==> src/rtl/sync_frame_pkg.sv <==
// Shared definitions for the 11011 sync framing transmitter and its matching detector.
// The sync word and its length are shared by both sides of the link.
package sync_frame_pkg;

   localparam logic [4:0] SYNC_WORD = 5'b11011;
   localparam int         SYNC_LEN  = 5;

   typedef enum logic [2:0] {
      ST_IDLE,
      ST_SYNC,
      ST_DATA,
      ST_PAR,
      ST_GAP
   } state_t;

   function automatic logic sync_bit(input logic [2:0] idx);
      return SYNC_WORD[idx];
   endfunction

endpackage

==> src/rtl/sync_frame_piso.sv <==
// Parallel-load, MSB-first shift register holding the payload of the frame in flight.
module sync_frame_piso #(
   parameter int W = 8
) (
   input  logic         clk,
   input  logic         rst,
   input  logic         load,
   input  logic         shift,
   input  logic [W-1:0] din,
   output logic         msb
);

   logic [W-1:0] sr_q;
   logic [W-1:0] sr_d;

   always_comb begin
      sr_d = sr_q;
      if (load) begin
         sr_d = din;
      end else if (shift) begin
         sr_d = sr_q << 1;
      end
   end

   always_ff @(posedge clk or posedge rst) begin
      if (rst) begin
         sr_q <= '0;
      end else begin
         sr_q <= sr_d;
      end
   end

   assign msb = sr_q[W-1];

endmodule

==> src/rtl/sync_frame_tx.sv <==
// Serial framing transmitter: sync word 11011, payload MSB first, optional even parity, zero guard gap.
// Define SYNC_FRAME_TX_PARITY_EN to append the even-parity bit after the payload.
module sync_frame_tx
   import sync_frame_pkg::*;
#(
   parameter int DATA_W  = 8,
   parameter int GAP_LEN = 2
) (
   input  logic              clk,
   input  logic              rst,
   input  logic              in_valid,
   output logic              in_ready,
   input  logic [DATA_W-1:0] in_data,
   output logic              tx_bit,
   output logic              tx_active
);

   // Handshake: a word is taken on any rising edge where in_valid && in_ready;
   // in_ready is high only in IDLE and never while rst is asserted.

   localparam int MAX_DG = (DATA_W > GAP_LEN) ? DATA_W : GAP_LEN;
   localparam int MAX_N  = (MAX_DG > SYNC_LEN) ? MAX_DG : SYNC_LEN;
   localparam int CNT_W  = $clog2(MAX_N + 1);

   localparam logic [CNT_W-1:0] CNT_ONE   = CNT_W'(1);
   localparam logic [CNT_W-1:0] SYNC_LAST = CNT_W'(SYNC_LEN - 1);
   localparam logic [CNT_W-1:0] DATA_LAST = CNT_W'(DATA_W - 1);
   localparam logic [CNT_W-1:0] GAP_LAST  = CNT_W'((GAP_LEN > 0) ? GAP_LEN - 1 : 0);

   state_t           state_q, state_d;
   logic [CNT_W-1:0] cnt_q, cnt_d;
   logic             tx_bit_q, tx_bit_d;
   logic             tx_active_q, tx_active_d;
   logic             accept;
   logic             load;
   logic             shift;
   logic             piso_msb;

`ifdef SYNC_FRAME_TX_PARITY_EN
   logic par_q, par_d;

   always_comb begin
      par_d = par_q;
      if (accept) begin
         par_d = ^in_data;
      end
   end

   always_ff @(posedge clk or posedge rst) begin
      if (rst) begin
         par_q <= 1'b0;
      end else begin
         par_q <= par_d;
      end
   end
`endif

   assign in_ready = (state_q == ST_IDLE) && !rst;
   assign accept   = in_valid && in_ready;

   // Outputs are registered: each branch computes the bit that goes on the
   // line during the state/count being entered, so cnt_q indexes what is next.
   always_comb begin
      state_d     = state_q;
      cnt_d       = cnt_q;
      tx_bit_d    = 1'b0;
      tx_active_d = 1'b0;
      load        = 1'b0;
      shift       = 1'b0;
      case (state_q)
         ST_IDLE: begin
            if (accept) begin
               state_d     = ST_SYNC;
               cnt_d       = SYNC_LAST;
               tx_bit_d    = SYNC_WORD[SYNC_LEN-1];
               tx_active_d = 1'b1;
               load        = 1'b1;
            end
         end
         ST_SYNC: begin
            tx_active_d = 1'b1;
            if (cnt_q != '0) begin
               cnt_d    = cnt_q - CNT_ONE;
               tx_bit_d = sync_bit(cnt_q[2:0] - 3'd1);
            end else begin
               state_d  = ST_DATA;
               cnt_d    = DATA_LAST;
               tx_bit_d = piso_msb;
               shift    = 1'b1;
            end
         end
         ST_DATA: begin
            if (cnt_q != '0) begin
               cnt_d       = cnt_q - CNT_ONE;
               tx_bit_d    = piso_msb;
               tx_active_d = 1'b1;
               shift       = 1'b1;
            end else begin
`ifdef SYNC_FRAME_TX_PARITY_EN
               state_d     = ST_PAR;
               tx_bit_d    = par_q;
               tx_active_d = 1'b1;
`else
               if (GAP_LEN > 0) begin
                  state_d = ST_GAP;
                  cnt_d   = GAP_LAST;
               end else begin
                  state_d = ST_IDLE;
               end
`endif
            end
         end
`ifdef SYNC_FRAME_TX_PARITY_EN
         ST_PAR: begin
            if (GAP_LEN > 0) begin
               state_d = ST_GAP;
               cnt_d   = GAP_LAST;
            end else begin
               state_d = ST_IDLE;
            end
         end
`endif
         ST_GAP: begin
            if (cnt_q != '0) begin
               cnt_d = cnt_q - CNT_ONE;
            end else begin
               state_d = ST_IDLE;
            end
         end
         default: begin
            state_d = ST_IDLE;
            cnt_d   = '0;
         end
      endcase
   end

   always_ff @(posedge clk or posedge rst) begin
      if (rst) begin
         state_q     <= ST_IDLE;
         cnt_q       <= '0;
         tx_bit_q    <= 1'b0;
         tx_active_q <= 1'b0;
      end else begin
         state_q     <= state_d;
         cnt_q       <= cnt_d;
         tx_bit_q    <= tx_bit_d;
         tx_active_q <= tx_active_d;
      end
   end

   sync_frame_piso #(
      .W(DATA_W)
   ) u_piso (
      .clk  (clk),
      .rst  (rst),
      .load (load),
      .shift(shift),
      .din  (in_data),
      .msb  (piso_msb)
   );

   assign tx_bit    = tx_bit_q;
   assign tx_active = tx_active_q;

endmodule

==> config.mk <==
export PLATFORM = sky130hd
export DESIGN_NAME = sync_frame_tx
export DESIGN_NICKNAME = d
export VERILOG_FILES = /design/src/rtl/sync_frame_pkg.sv /design/src/rtl/sync_frame_piso.sv /design/src/rtl/sync_frame_tx.sv
export SDC_FILE = /design/constraint.sdc
export NUM_CORES = 1
export LEC_CHECK = 0
export CAP_MARGIN = 10
export CORE_ASPECT_RATIO = 1.4
export CORE_UTILIZATION = 50
export DETAILED_ROUTE_END_ITERATION = 12
export PLACE_DENSITY = 0.74
export SLEW_MARGIN = 20
export SYNTH_ARGS = -nofsm -noshare
export SYNTH_HDL_FRONTEND = slang
export SYNTH_SLANG_ARGS = --single-unit
export TNS_END_PERCENT = 1
==> constraint.sdc <==
create_clock -name clk -period 2.6 [get_ports clk]
set_clock_uncertainty 0.05 [all_clocks]
set_input_delay 0.39 -clock clk [delete_from_list [all_inputs] [get_ports clk]]
set_output_delay 0.39 -clock clk [all_outputs]
set_load 0.05 [all_outputs]
=== Word-level counts from Yosys, hierarchy flattened ===
Memories as Yosys holds them, arrays and structs flattened.
Index checks and enable logic that the tools add are counted.

* Eq/ne operators: 8
* Mux-type cells: 22
* $lt $le $gt $ge: 1
* Reduce and logical (&&, ||, !) cells: 8
* Add/subtract/negate cells: 2

{| class="wikitable"
|+ Operators with widths
! cell !! number
|-
| two-way mux 4 bit || 4
|-
| two-way mux 8 bit || 2
|-
| one-hot mux 4 bit (4 select lines) || 1
|-
| two-way mux 3 bit || 4
|-
| one-hot mux 3 bit (4 select lines) || 1
|-
| inequality test 2 bit, second input constant || 5
|-
| two-way mux 1 bit || 7
|-
| one-hot mux 1 bit (3 select lines) || 2
|-
| less-than comparator 3 x 4 -> 1 bit, second input constant || 1
|-
| AND reduction 4 bit || 1
|-
| nonzero test 4 bit || 1
|-
| subtractor 4 x 1 -> 4 bit, second input constant || 1
|-
| equality test 3 x 1 -> 1 bit, second input constant || 1
|-
| equality test 3 x 2 -> 1 bit, second input constant || 1
|-
| equality test 3 bit, second input constant || 1
|-
| zero test 3 bit || 1
|-
| subtractor 3 x 1 -> 3 bit, second input constant || 1
|-
| logical AND 1 bit || 2
|-
| one-hot mux 1 bit (2 select lines) || 1
|-
| AND reduction 2 bit || 1
|-
| nonzero test 2 bit || 1
|-
| zero test 1 bit || 1
|}

* Word-level logic and storage cells: 47
* Output and inout port bits: 3
* Bits in registers: 17
* Memory bits (read-only): 8
* Memories: 1

{| class="wikitable"
|+ Memories
! name !! words !! bits a word !! rd ports !! clocked after memory_dff !! write ports !! RTL line !! source
|-
| (no name shown) || 8 || 1 || 1 || 0 || 0 || sync_frame_pkg.sv:17 || <nowiki>return SYNC_WORD[idx];</nowiki>
|}

=== Depth between registers and ports, before layout ===
Gate-level depths: netlist of the first run.

* Depth in word-level cells: 6
* Depth in mapped cells: 8

=== Cells and area by module ===
From an unflattened synthesis of the first run, not the netlist that was laid out.

* Cell total of the unflattened synthesis: 112
* Area total of the unflattened synthesis: 1048.5 sq um

{| class="wikitable"
|+ Modules (own cells, without submodules)
! module !! area each (sq um) !! sequential area each (sq um) !! times used !! cells an instance
|-
| sync_frame_tx || 675.6 || 225.2 || 1 || 77
|-
| sync_frame_piso || 372.9 || 200.2 || 1 || 35
|}

=== Least setup slack after synthesis of the first run ===
No wires, ideal clock.

* Kind: register -> register
* Start: reg state_q[2]
* End: reg u_piso.sr_q[5]
* Data required time: 2413 ps
* Cell stages (with the launch flop): 7
* Arrival: 2144 ps
* Setup slack: 270 ps
* Buffers on the path: 2
* Cells stage by stage: dfrtp_1 > nor4_2 > nand2_1 > buf_2 > buf_1 > nor2_1 > a21oi_1

* Longest elaborated chain between the ends: 6
* Elaborated cells between the ends (all ways): 10

{| class="wikitable"
|+ RTL lines
! element !! RTL line !! source
|-
| from (decl) || sync_frame_tx.sv:30 || <nowiki>state_t state_q, state_d;</nowiki>
|-
| from (signal assigned) || sync_frame_tx.sv:144 || <nowiki>state_q <= state_d;</nowiki>
|-
| zero test 3 bit * || sync_frame_tx.sv:58 || <nowiki>assign in_ready = (state_q == ST_IDLE) && !rst;</nowiki>
|-
| logical AND 1 bit * || sync_frame_tx.sv:58 ||
|-
| net in_ready || sync_frame_tx.sv:12 || <nowiki>output logic in_ready,</nowiki>
|-
| logical AND 1 bit * || sync_frame_tx.sv:59 || <nowiki>assign accept = in_valid && in_ready;</nowiki>
|-
| two-way mux 1 bit * || sync_frame_tx.sv:72 || <nowiki>if (accept) begin</nowiki>
|-
| two-way mux 1 bit * || sync_frame_tx.sv:70 || <nowiki>case (state_q)</nowiki>
|-
| two-way mux 8 bit or nonzero test 2 bit (tied branches) || n/a ||
|-
| to (signal assigned) || sync_frame_piso.sv:29 || <nowiki>sr_q <= sr_d;</nowiki>
|-
| to (decl) || sync_frame_piso.sv:13 || <nowiki>logic [W-1:0] sr_q;</nowiki>
|}

The timed path passes the listed nets; every way through them passes the cells marked *.
A chain may end at the register's enable or synchronous reset.

=== Worst setup path after layout of the first run ===
* Start: reg cnt_q[0]
* End: reg u_piso.sr_q[2]

* Longest elaborated chain between the ends: 4
* Elaborated cells between the ends (all ways): 5

{| class="wikitable"
|+ RTL lines
! element !! RTL line !! source
|-
| from (decl) || sync_frame_tx.sv:31 || <nowiki>logic [CNT_W-1:0] cnt_q, cnt_d;</nowiki>
|-
| from (signal assigned) || sync_frame_tx.sv:145 || <nowiki>cnt_q <= cnt_d;</nowiki>
|-
| nonzero test 4 bit * || sync_frame_tx.sv:82, sync_frame_tx.sv:93 ||
|-
| two-way mux 1 bit (on tied branches) || sync_frame_tx.sv:93, sync_frame_tx.sv:82 ||
|-
| one-hot mux 1 bit (2 select lines) * || sync_frame_tx.sv:70 ||
|-
| nonzero test 2 bit (no source line) * || n/a ||
|}

Mark *: on every way between the ends. The rest lies on a longest branch, timed or not.

==> results of run 1 <==
## layout make-up
cell class              instances  area [um^2]  share of cell area
repair buffers                 13        127.6              0.1097
flip-flops and latches         17        425.4              0.3656
clock buffers                   4        26.28             0.02258
well taps                      21        26.28             0.02258
multi-input cells              80        546.8              0.4699
inverters                       3        11.26            0.009677
## critical path: cells and delay by family (launching register included)
kind                     cells  cell delay [ns]
multiplexers                 2             0.60
flip-flops                   1             0.44
AND/OR/NAND/NOR              1             0.40
adder cells (fa/ha/maj)      1             0.32
buffers and inverters        1             0.11
AO/OA/AOI/OAI                1             0.08
## kinds of logic (layout without fill, tap and decap cells)
kind of cell | Yosys count | count (layout) | share of synthesized area
compound gates | 29 | 29 | 0.1879
xor+xnor | 1 | 1 | 0.008325
fa+ha+maj | 2 | 2 | 0.02378
buf+inv | 12 | 20 | 0.07609
flops | 17 | 17 | 0.4043
mux | 8 | 8 | 0.08085
simple gates | 40 | 40 | 0.2188
## final timing paths
kind / from / endpoint / slack (ns) / cells after the start
max: cnt_q[0] / u_piso.sr_q[2] / 0.46 / 6
min: u_piso.sr_q[7] / tx_bit / 0.45 / 2
max reg2reg: cnt_q[0] / u_piso.sr_q[2] / 0.46 / 6
min reg2reg: u_piso.sr_q[7] / tx_bit / 0.45 / 2
max in group asynchronous: rst / cnt_q[1] / 1.58 / 2
min in group asynchronous: rst / state_q[0] / 0.50 / 2
## through the flow
step                      area [um^2]    util
after floorplan                  1052       -
after global placement           1137  0.5764
after detailed placement         1137  0.5764
after CTS                        1164  0.5897
after global routing             1164  0.5897
final                            1164  0.5897
## sequential cells by signal (all words and copies together), names as in the netlist
| name | count |
|---|---|
| tx_bit | 1 |
| tx_active | 1 |
| cnt_q | 4 |
| u_piso.sr_q | 8 |
| state_q | 3 |
## per-layer routing
metal	global-route usage	part of all wire	vias up	wire length, um
met5	0	0	-	0
met4	0.1143	0.027	0	52
met3	0.03557	0.038	4	75
met2	0.3401	0.49	18	966
met1	0.2358	0.44	395	866
li1	-	-	404	-
## cells in the mapped netlist (all sizes together)
library cell,count
nand2b,2
inv,3
nor2,10
a21oi,12
o311a,1
xnor2,1
nor3,2
o32ai,1
a31oi,1
dfrtp,17
or2,1
o21a,1
mux2i,7
a2111oi,1
o31ai,1
o211ai,2
or3b,2
mux2,1
and2b,1
nand3,4
or4,1
nor2b,1
a211oi,1
clkbuf,2
buf,7
nand2,9
o31a,1
nand3b,2
nor3b,4
o22ai,1
ha,2
nor4,1
o21ai,5
a22oi,1
## report_power, final
group / switching, W / internal [W] / total [W]
clock network: 0.0000806 / 0.0000597 / 0.000140
logic: 0.000393 / 0.000360 / 0.000754
registers: 0.000167 / 0.000391 / 0.000558
==> impl_metrics.json, run 1 <==
{
  "n_antenna_cell": 0,
  "clock.fmax_mhz": 468.2,
  "clkSinkCount": 17,
  "numCtsBuffers": 3,
  "cp_data_arrival_time_ns": 2.23,
  "dpl_worst_slack_ns": 0.4315,
  "root_buffer": "clkbuf_4",
  "initial_core_util": 0.5333,
  "layoutNonFillerInstCount": 138,
  "routedWlPerCell_um": 14.21,
  "leakage_nw": 0.4626,
  "power.density_nw_per_um2": 1247,
  "synth_nets": 122,
  "period_needed_ns": 2.136,
  "core_um2": 1973,
  "cpPeakStageDelay_ns": 0.44,
  "rsz0062_at_grt": "false",
  "end_kind": "register",
  "syn_to_final_growth_pct": 10.58,
  "grt_overflow_total": 0,
  "fill_cells": 168,
  "synth_top_area_cell": "dfrtp_1",
  "fin_nets": 131,
  "cts_setup_buffers": 0,
  "critPathMaxFanout": 10,
  "setup_viol": 0,
  "gp_congestion": 0.9001,
  "final_common_cell": "dfrtp_1",
  "power_w": 0.001451,
  "syn_avg_cell_area_um2": 9.654,
  "synthesis.area_um2": 1052,
  "ys_types": 39,
  "synthTopCellsByArea": "dfrtp_1 (40%), mux2i_1 (6.7%), a21oi_1 (5.7%)",
  "io_pins": 14,
  "slowest_stage": "dfrtp_1",
  "drt-initial-drc-count": 8,
  "num_vias": 821,
  "ir_drop_v": 0.0005788,
  "die_h_um": 56.28,
  "yosysWarnings": 0,
  "vias_per_cell": 5.949,
  "cp_cell_sequence": "inv_1, ha_1, nor3b_4, mux2_4, mux2i_1, a21oi_1",
  "grt_start_max_net_pins": 21,
  "fin_tns_setup_ns": 0,
  "dieArea_um2": 2295,
  "grt_usage": 0.2073,
  "clk_latency_ns": 0.29,
  "die_x_um": 40.77,
  "dp_cells": 134,
  "wirelength_um": 1961,
  "clk_pin_slew_ns": 0.09,
  "ys_ff_latch": 17,
  "fin_crit_sh": 0.8214,
  "drive_gt1_frac": 0.09402,
  "max-slew-margin-rel": 0.5664,
  "cap_violations": 0,
  "status": "completed",
  "ctsHoldBuffers": 0,
  "drv_slew": 0,
  "synth-seq-area-share": 0.4043,
  "cts_tree": "done",
  "synth_top_cell_area_share": 0.4043,
  "layout_common_cells": "dfrtp_1 (17), a21oi_1 (12), clkdlybuf4s50_1 (12)",
  "cts_buffer_depth": 2,
  "port_buffers": 13,
  "antenna_found_initial": 0,
  "path_class": "register to register",
  "min_path_type": "register to register",
  "tightest_slew_ns": 0.6497,
  "postRouteAntennaNets": 0,
  "crit_path_start_kind": "register",
  "grt_first_pass_wirelength_um": 3249,
  "netlist_instances": 109,
  "whs_ns": 0.4537,
  "fin_ws_ns": 0.4644,
  "hpwl_um": 1386,
  "hold_viol_final": 0,
  "drc": 0,
  "required_ns": 2.70,
  "first_pass_iters": 4,
  "cts_resized": 0,
  "grt_pass1_vias": 766,
  "rows": 19,
  "cts-htree-levels": 1
}
Note: power is estimated with default switching activity, not from simulation.
==> run 2, diff against run 1 <==
- clock period: 2.6 -> 2.05 ns (I/O delays scaled with it)
==> run 2 against run 1 <==
Compared with the run above: sequential power increased by 23%; non-clock buffer count grew 7; wire length grew 6.7%; largest cell class unchanged; largest power group unchanged; critical path depth is the same.
==> impl_metrics.json, run 2 (same netlist as run 1, synthesis figures left out) <==
{
  "io_pins": 14,
  "ir_drop_v": 0.0008221,
  "fin_crit_sh": 0.9419,
  "top_register": "u_piso.sr_q",
  "grt_pass1_vias": 768,
  "gp_congestion": 0.8324,
  "required_ns": 2.22,
  "fin_nets": 138,
  "grt_use_met1": 0.2513,
  "intPower_w": 0.001121,
  "layout_common_cells": "dfrtp_1 (17), a21oi_1 (12), clkdlybuf4s50_1 (12)",
  "end_kind": "register",
  "slowest_stage": "dfrtp_1",
  "clk_pin_slew_ns": 0.10,
  "largestRegisters": "u_piso.sr_q: 8 flops, cnt_q: 4 flops, state_q: 3 flops",
  "first_pass_iters": 4,
  "max-slew-margin-rel": 0.5563,
  "antenna_found_initial": 0,
  "cts_setup_buffers": 0,
  "cts_resized": 0,
  "root_buffer": "clkbuf_4",
  "fin_tns_setup_ns": 0,
  "crit_path_start_kind": "register",
  "use_met3": 0.03557,
  "numCtsBuffers": 3,
  "r2r_start": "cnt_q[0]",
  "rows": 19,
  "clkSinkCount": 17,
  "hpwl_um": 1570,
  "cts_buffer_depth": 2,
  "critical-path-top-delay-family": "compound AO/OA/AOI/OAI gates",
  "grt_first_pass_wirelength_um": 3367,
  "setup_viol": 0,
  "drt-initial-drc-count": 27,
  "drive_gt1_frac": 0.1452,
  "dieArea_um2": 2295,
  "finalInstanceArea_um2": 1237,
  "num_vias": 813,
  "clk_latency_ns": 0.29,
  "postRouteAntennaNets": 0,
  "cp_cell_sequence": "inv_1, ha_1, or3b_4, a2111oi_4, a21oi_1, o21ai_0",
  "cts_tree": "done",
  "syn_to_final_growth_pct": 17.60,
  "rsz0062_at_grt": "false",
  "critPathMaxFanout": 7,
  "period_needed_ns": 1.931,
  "cpPeakStageDelay_ns": 0.44,
  "grt_overflow_total": 0,
  "power.density_nw_per_um2": 1589,
  "p_sw_w": 0.0008454,
  "busiest_layer": "met2",
  "r2r_slack_ns": 0.12,
  "grt_usage": 0.2110,
  "cp_data_arrival_time_ns": 2.10,
  "port_buffers": 13,
  "combPwrFrac": 0.557,
  "largest_reg_flops": 8,
  "hold_viol_final": 0,
  "dpl_cell_area_um2": 1211,
  "use_met2": 0.3651,
  "clock.fmax_mhz": 517.9,
  "path_buf_inv": 1,
  "core_um2": 1973,
  "path_class": "register to register",
  "wirelength_um": 2092,
  "drv_slew": 0,
  "die_x_um": 40.77,
  "cap_violations": 0,
  "switching_share": 0.4299,
  "reg2reg_to": "cnt_q[1]",
  "die_h_um": 56.28,
  "final_common_cell": "dfrtp_1",
  "reg2reg_depth": 6,
  "min_path_type": "primary input to async pin",
  "cts-htree-levels": 1,
  "seq_power_share": 0.349,
  "clkPwrFrac": 0.095,
  "initial_core_util": 0.5333,
  "status": "completed",
  "tightest_slew_ns": 0.6648,
  "drc": 0,
  "leakage_nw": 0.5036,
  "ctsHoldBuffers": 0,
  "crit_start": "cnt_q[0]",
  "grt_start_max_net_pins": 18,
  "vias_per_cell": 5.607,
  "routedWlPerCell_um": 14.43,
  "n_antenna_cell": 0
}
## run 2: worst max-delay path by stage
stage                          end  slack [ns]  cells past startpoint
finish                    cnt_q[1]        0.12                      6
global route              cnt_q[1]        0.02                      6
CTS                       cnt_q[1]        0.11                      6
detailed placement        cnt_q[1]        0.13                      6
global placement          cnt_q[1]        0.21                      6
floorplan           u_piso.sr_q[5]        0.08                      6
## run 2: cell type report
type                            count  area, um^2
Tap cell                           21       26.28
Inverter                            3       11.26
Sequential cell                    17       425.4
Timing Repair Buffer               20       192.7
Multi-Input combinational cell     80       555.5
Fill cell                         175       735.7
Clock buffer                        4       26.28
## run 2: per-layer routing
metal / up-vias / wire length, um / share of wire
met3: 2 / 61 / 0.029
met1: 379 / 875 / 0.42
li1: 418 / - / -
met2: 14 / 1130 / 0.54
met5: - / 0 / 0
met4: 0 / 25 / 0.012
## run 2: through the flow
stage          setup slack, ns  utilization  total power [W]  cells  hold slack [ns]
5_1_grt                0.02031       0.6271         0.002136    145           0.5157
6_report                0.1192       0.6271         0.001967    145           0.4636
3_5_place_dp            0.1275       0.6138         0.001792    141           0.4524
3_3_place_gp            0.2056       0.6138         0.001753    141           0.4325
2_1_floorplan          0.07985            -         0.001564    109           0.1836
4_1_cts                 0.1115       0.6271         0.001975    145           0.4747
## run 2: power by group through the flow
stage / combinational (W) / clock, W / sequential, W
after global placement: 0.00107 / 0 / 0.000681
after detailed placement: 0.00110 / 0 / 0.000691
final: 0.00110 / 0.000186 / 0.000686
after CTS: 0.00110 / 0.000187 / 0.000685
after global routing: 0.00121 / 0.000206 / 0.000719
after floorplan: 0.000904 / 0 / 0.000660
==> run 3, diff against run 2 <==
- CTS_CLUSTER_DIAMETER: not set -> 150
- GPL_TIMING_DRIVEN: not set -> 0
==> run 3 against run 2 <==
Compared with the run above: cell count rose by 4.8%; combinational power rose by 15%; sequential cell count unchanged; die area is the same.
==> impl_metrics.json, run 3 (same netlist as run 1, synthesis figures left out) <==
{
  "hold_viol_final": 0,
  "min_path_type": "primary input to async pin",
  "grt_start_max_net_pins": 18,
  "cpPeakStageDelay_ns": 0.45,
  "drt-initial-drc-count": 14,
  "layout_common_cells": "dfrtp_1 (16), a21oi_1 (12), clkdlybuf4s50_1 (12)",
  "critPathMaxFanout": 10,
  "cp_data_arrival_time_ns": 2.10,
  "n_antenna_cell": 0,
  "port_buffers": 13,
  "initial_core_util": 0.5333,
  "status": "completed",
  "wirelength_um": 2109,
  "cap_violations": 0,
  "fin_tns_setup_ns": 0,
  "hpwl_um": 1445,
  "final_common_cell": "dfrtp_1",
  "end_kind": "register",
  "grt_usage": 0.2162,
  "fin_nets": 145,
  "drc": 0,
  "reg2reg_depth": 8,
  "fill_cells": 165,
  "dpl_worst_slack_ns": -0.1404,
  "max-slew-margin-rel": 0.5649,
  "r2r_slack_ns": 0.06,
  "ir_drop_v": 0.0008876,
  "grt_first_pass_wirelength_um": 3443,
  "clk_pin_slew_ns": 0.10,
  "drv_slew": 0,
  "cts-htree-levels": 1,
  "top_register": "u_piso.sr_q",
  "fin_crit_sh": 0.9686,
  "antenna_found_initial": 0,
  "cts_tree": "done",
  "rows": 19,
  "io_pins": 14,
  "core_um2": 1973,
  "numCtsBuffers": 3,
  "vias_per_cell": 5.757,
  "fin_ws_ns": 0.06427,
  "drive_gt1_frac": 0.1832,
  "path_class": "register to register",
  "syn_to_final_growth_pct": 21.40,
  "r2r_start": "cnt_q[0]",
  "cp_cell_sequence": "inv_2, ha_1, buf_6, nor3b_4, mux2_4, buf_12, mux2i_1, a21oi_1",
  "clk_latency_ns": 0.29,
  "first_pass_iters": 6,
  "postRouteAntennaNets": 0,
  "seq_area_um2": 426.7,
  "grt_overflow_total": 0,
  "dieArea_um2": 2295,
  "period_needed_ns": 1.986,
  "num_vias": 875,
  "largest_reg_flops": 8,
  "reg2reg_to": "u_piso.sr_q[3]",
  "cts_buffer_depth": 2,
  "clock.fmax_mhz": 503.6,
  "power.density_nw_per_um2": 1611,
  "die_h_um": 56.28,
  "gp_congestion": 0.8309,
  "setup_viol": 0,
  "clkSinkCount": 17,
  "tightest_slew_ns": 0.6519,
  "root_buffer": "clkbuf_4",
  "die_x_um": 40.77,
  "crit_path_start_kind": "register",
  "slowest_stage": "dfrtp_2",
  "required_ns": 2.16,
  "leakage_nw": 0.5242,
  "routedWlPerCell_um": 13.88,
  "multi_input_area_um2": 555.5,
  "grt_pass1_vias": 824,
  "largestRegisters": "u_piso.sr_q: 8 flops, cnt_q: 4 flops, state_q: 3 flops"
}
[run 3: cell count changes in the layout (fill, tap and decap cells not counted), moves of 2 or more]
cell,before,now
clkbuf_1,1,3
buf_4,7,5
buf_2,0,3
buf_6,0,2
[run 3: cell type report]
class,instances,share of cell area
multi-input combinational,80,0.4349
sequential,17,0.3340
timing repair buffer,18,0.1273
buffer,9,0.05387
clock buffer,4,0.02057
tap,21,0.02057
inverter,3,0.008815
[run 3: power by group]
group,internal (W),leakage (nW),switching [W]
Sequential,0.000499,0.203,0.000107
Combinational,0.000613,0.306,0.000656
Clock,0.0000757,0.0150,0.000107
Total,0.00119,0.524,0.000870
[run 3: worst max path at each step]
stage,from,to,slack (ns),cells after the start
floorplan,state_q[2],u_piso.sr_q[5],0.08,6
detailed placement,rst,in_ready,-0.14,3
global placement,rst,in_ready,-0.15,3
CTS,cnt_q[0],u_piso.sr_q[3],-0.03,8
finish,cnt_q[0],u_piso.sr_q[3],0.06,8
global route,cnt_q[0],u_piso.sr_q[4],-0.02,8
[run 3: what timing repair did]
item	in CTS	in global routing
hold buffers	0	0
resized for setup	3	2
gates cloned	0	0
setup endpoints to repair	8	9
setup buffers	0	5
[run 3: worst max-delay path, delay by kind of cell, from the launching register on]
kind,cells,cell delay [ns]
buffers and inverters,3,0.35
adder cells (fa/ha/maj),1,0.16
multiplexers,2,0.49
AND/OR/NAND/NOR,1,0.28
AO/OA/AOI/OAI,1,0.08
flip-flops,1,0.45
[run 3: routing by layer]
| layer | vias up | global-route usage | part of all wire |
|---|---|---|---|
| li1 | 437 | - | - |
| met2 | 22 | 0.3583 | 0.51 |
| met1 | 412 | 0.2506 | 0.44 |
| met4 | 0 | 0.09048 | 0.016 |
| met3 | 4 | 0.04743 | 0.030 |
| met5 | - | 0 | 0 |
[run 3: through the flow]
| step | total power (W) | utilization | area [um^2] | hold slack, ns | std cells |
|---|---|---|---|---|---|
| 2_1_floorplan | 0.001564 | - | 1061 | 0.1836 | 109 |
| 5_1_grt | 0.002233 | 0.6474 | 1277 | 0.4971 | 152 |
| 3_5_place_dp | 0.001804 | 0.6170 | 1217 | 0.4435 | 143 |
| 6_report | 0.002058 | 0.6474 | 1277 | 0.4504 | 152 |
| 3_3_place_gp | 0.001780 | 0.6170 | 1217 | 0.4241 | 143 |
| 4_1_cts | 0.001991 | 0.6303 | 1244 | 0.4595 | 147 |
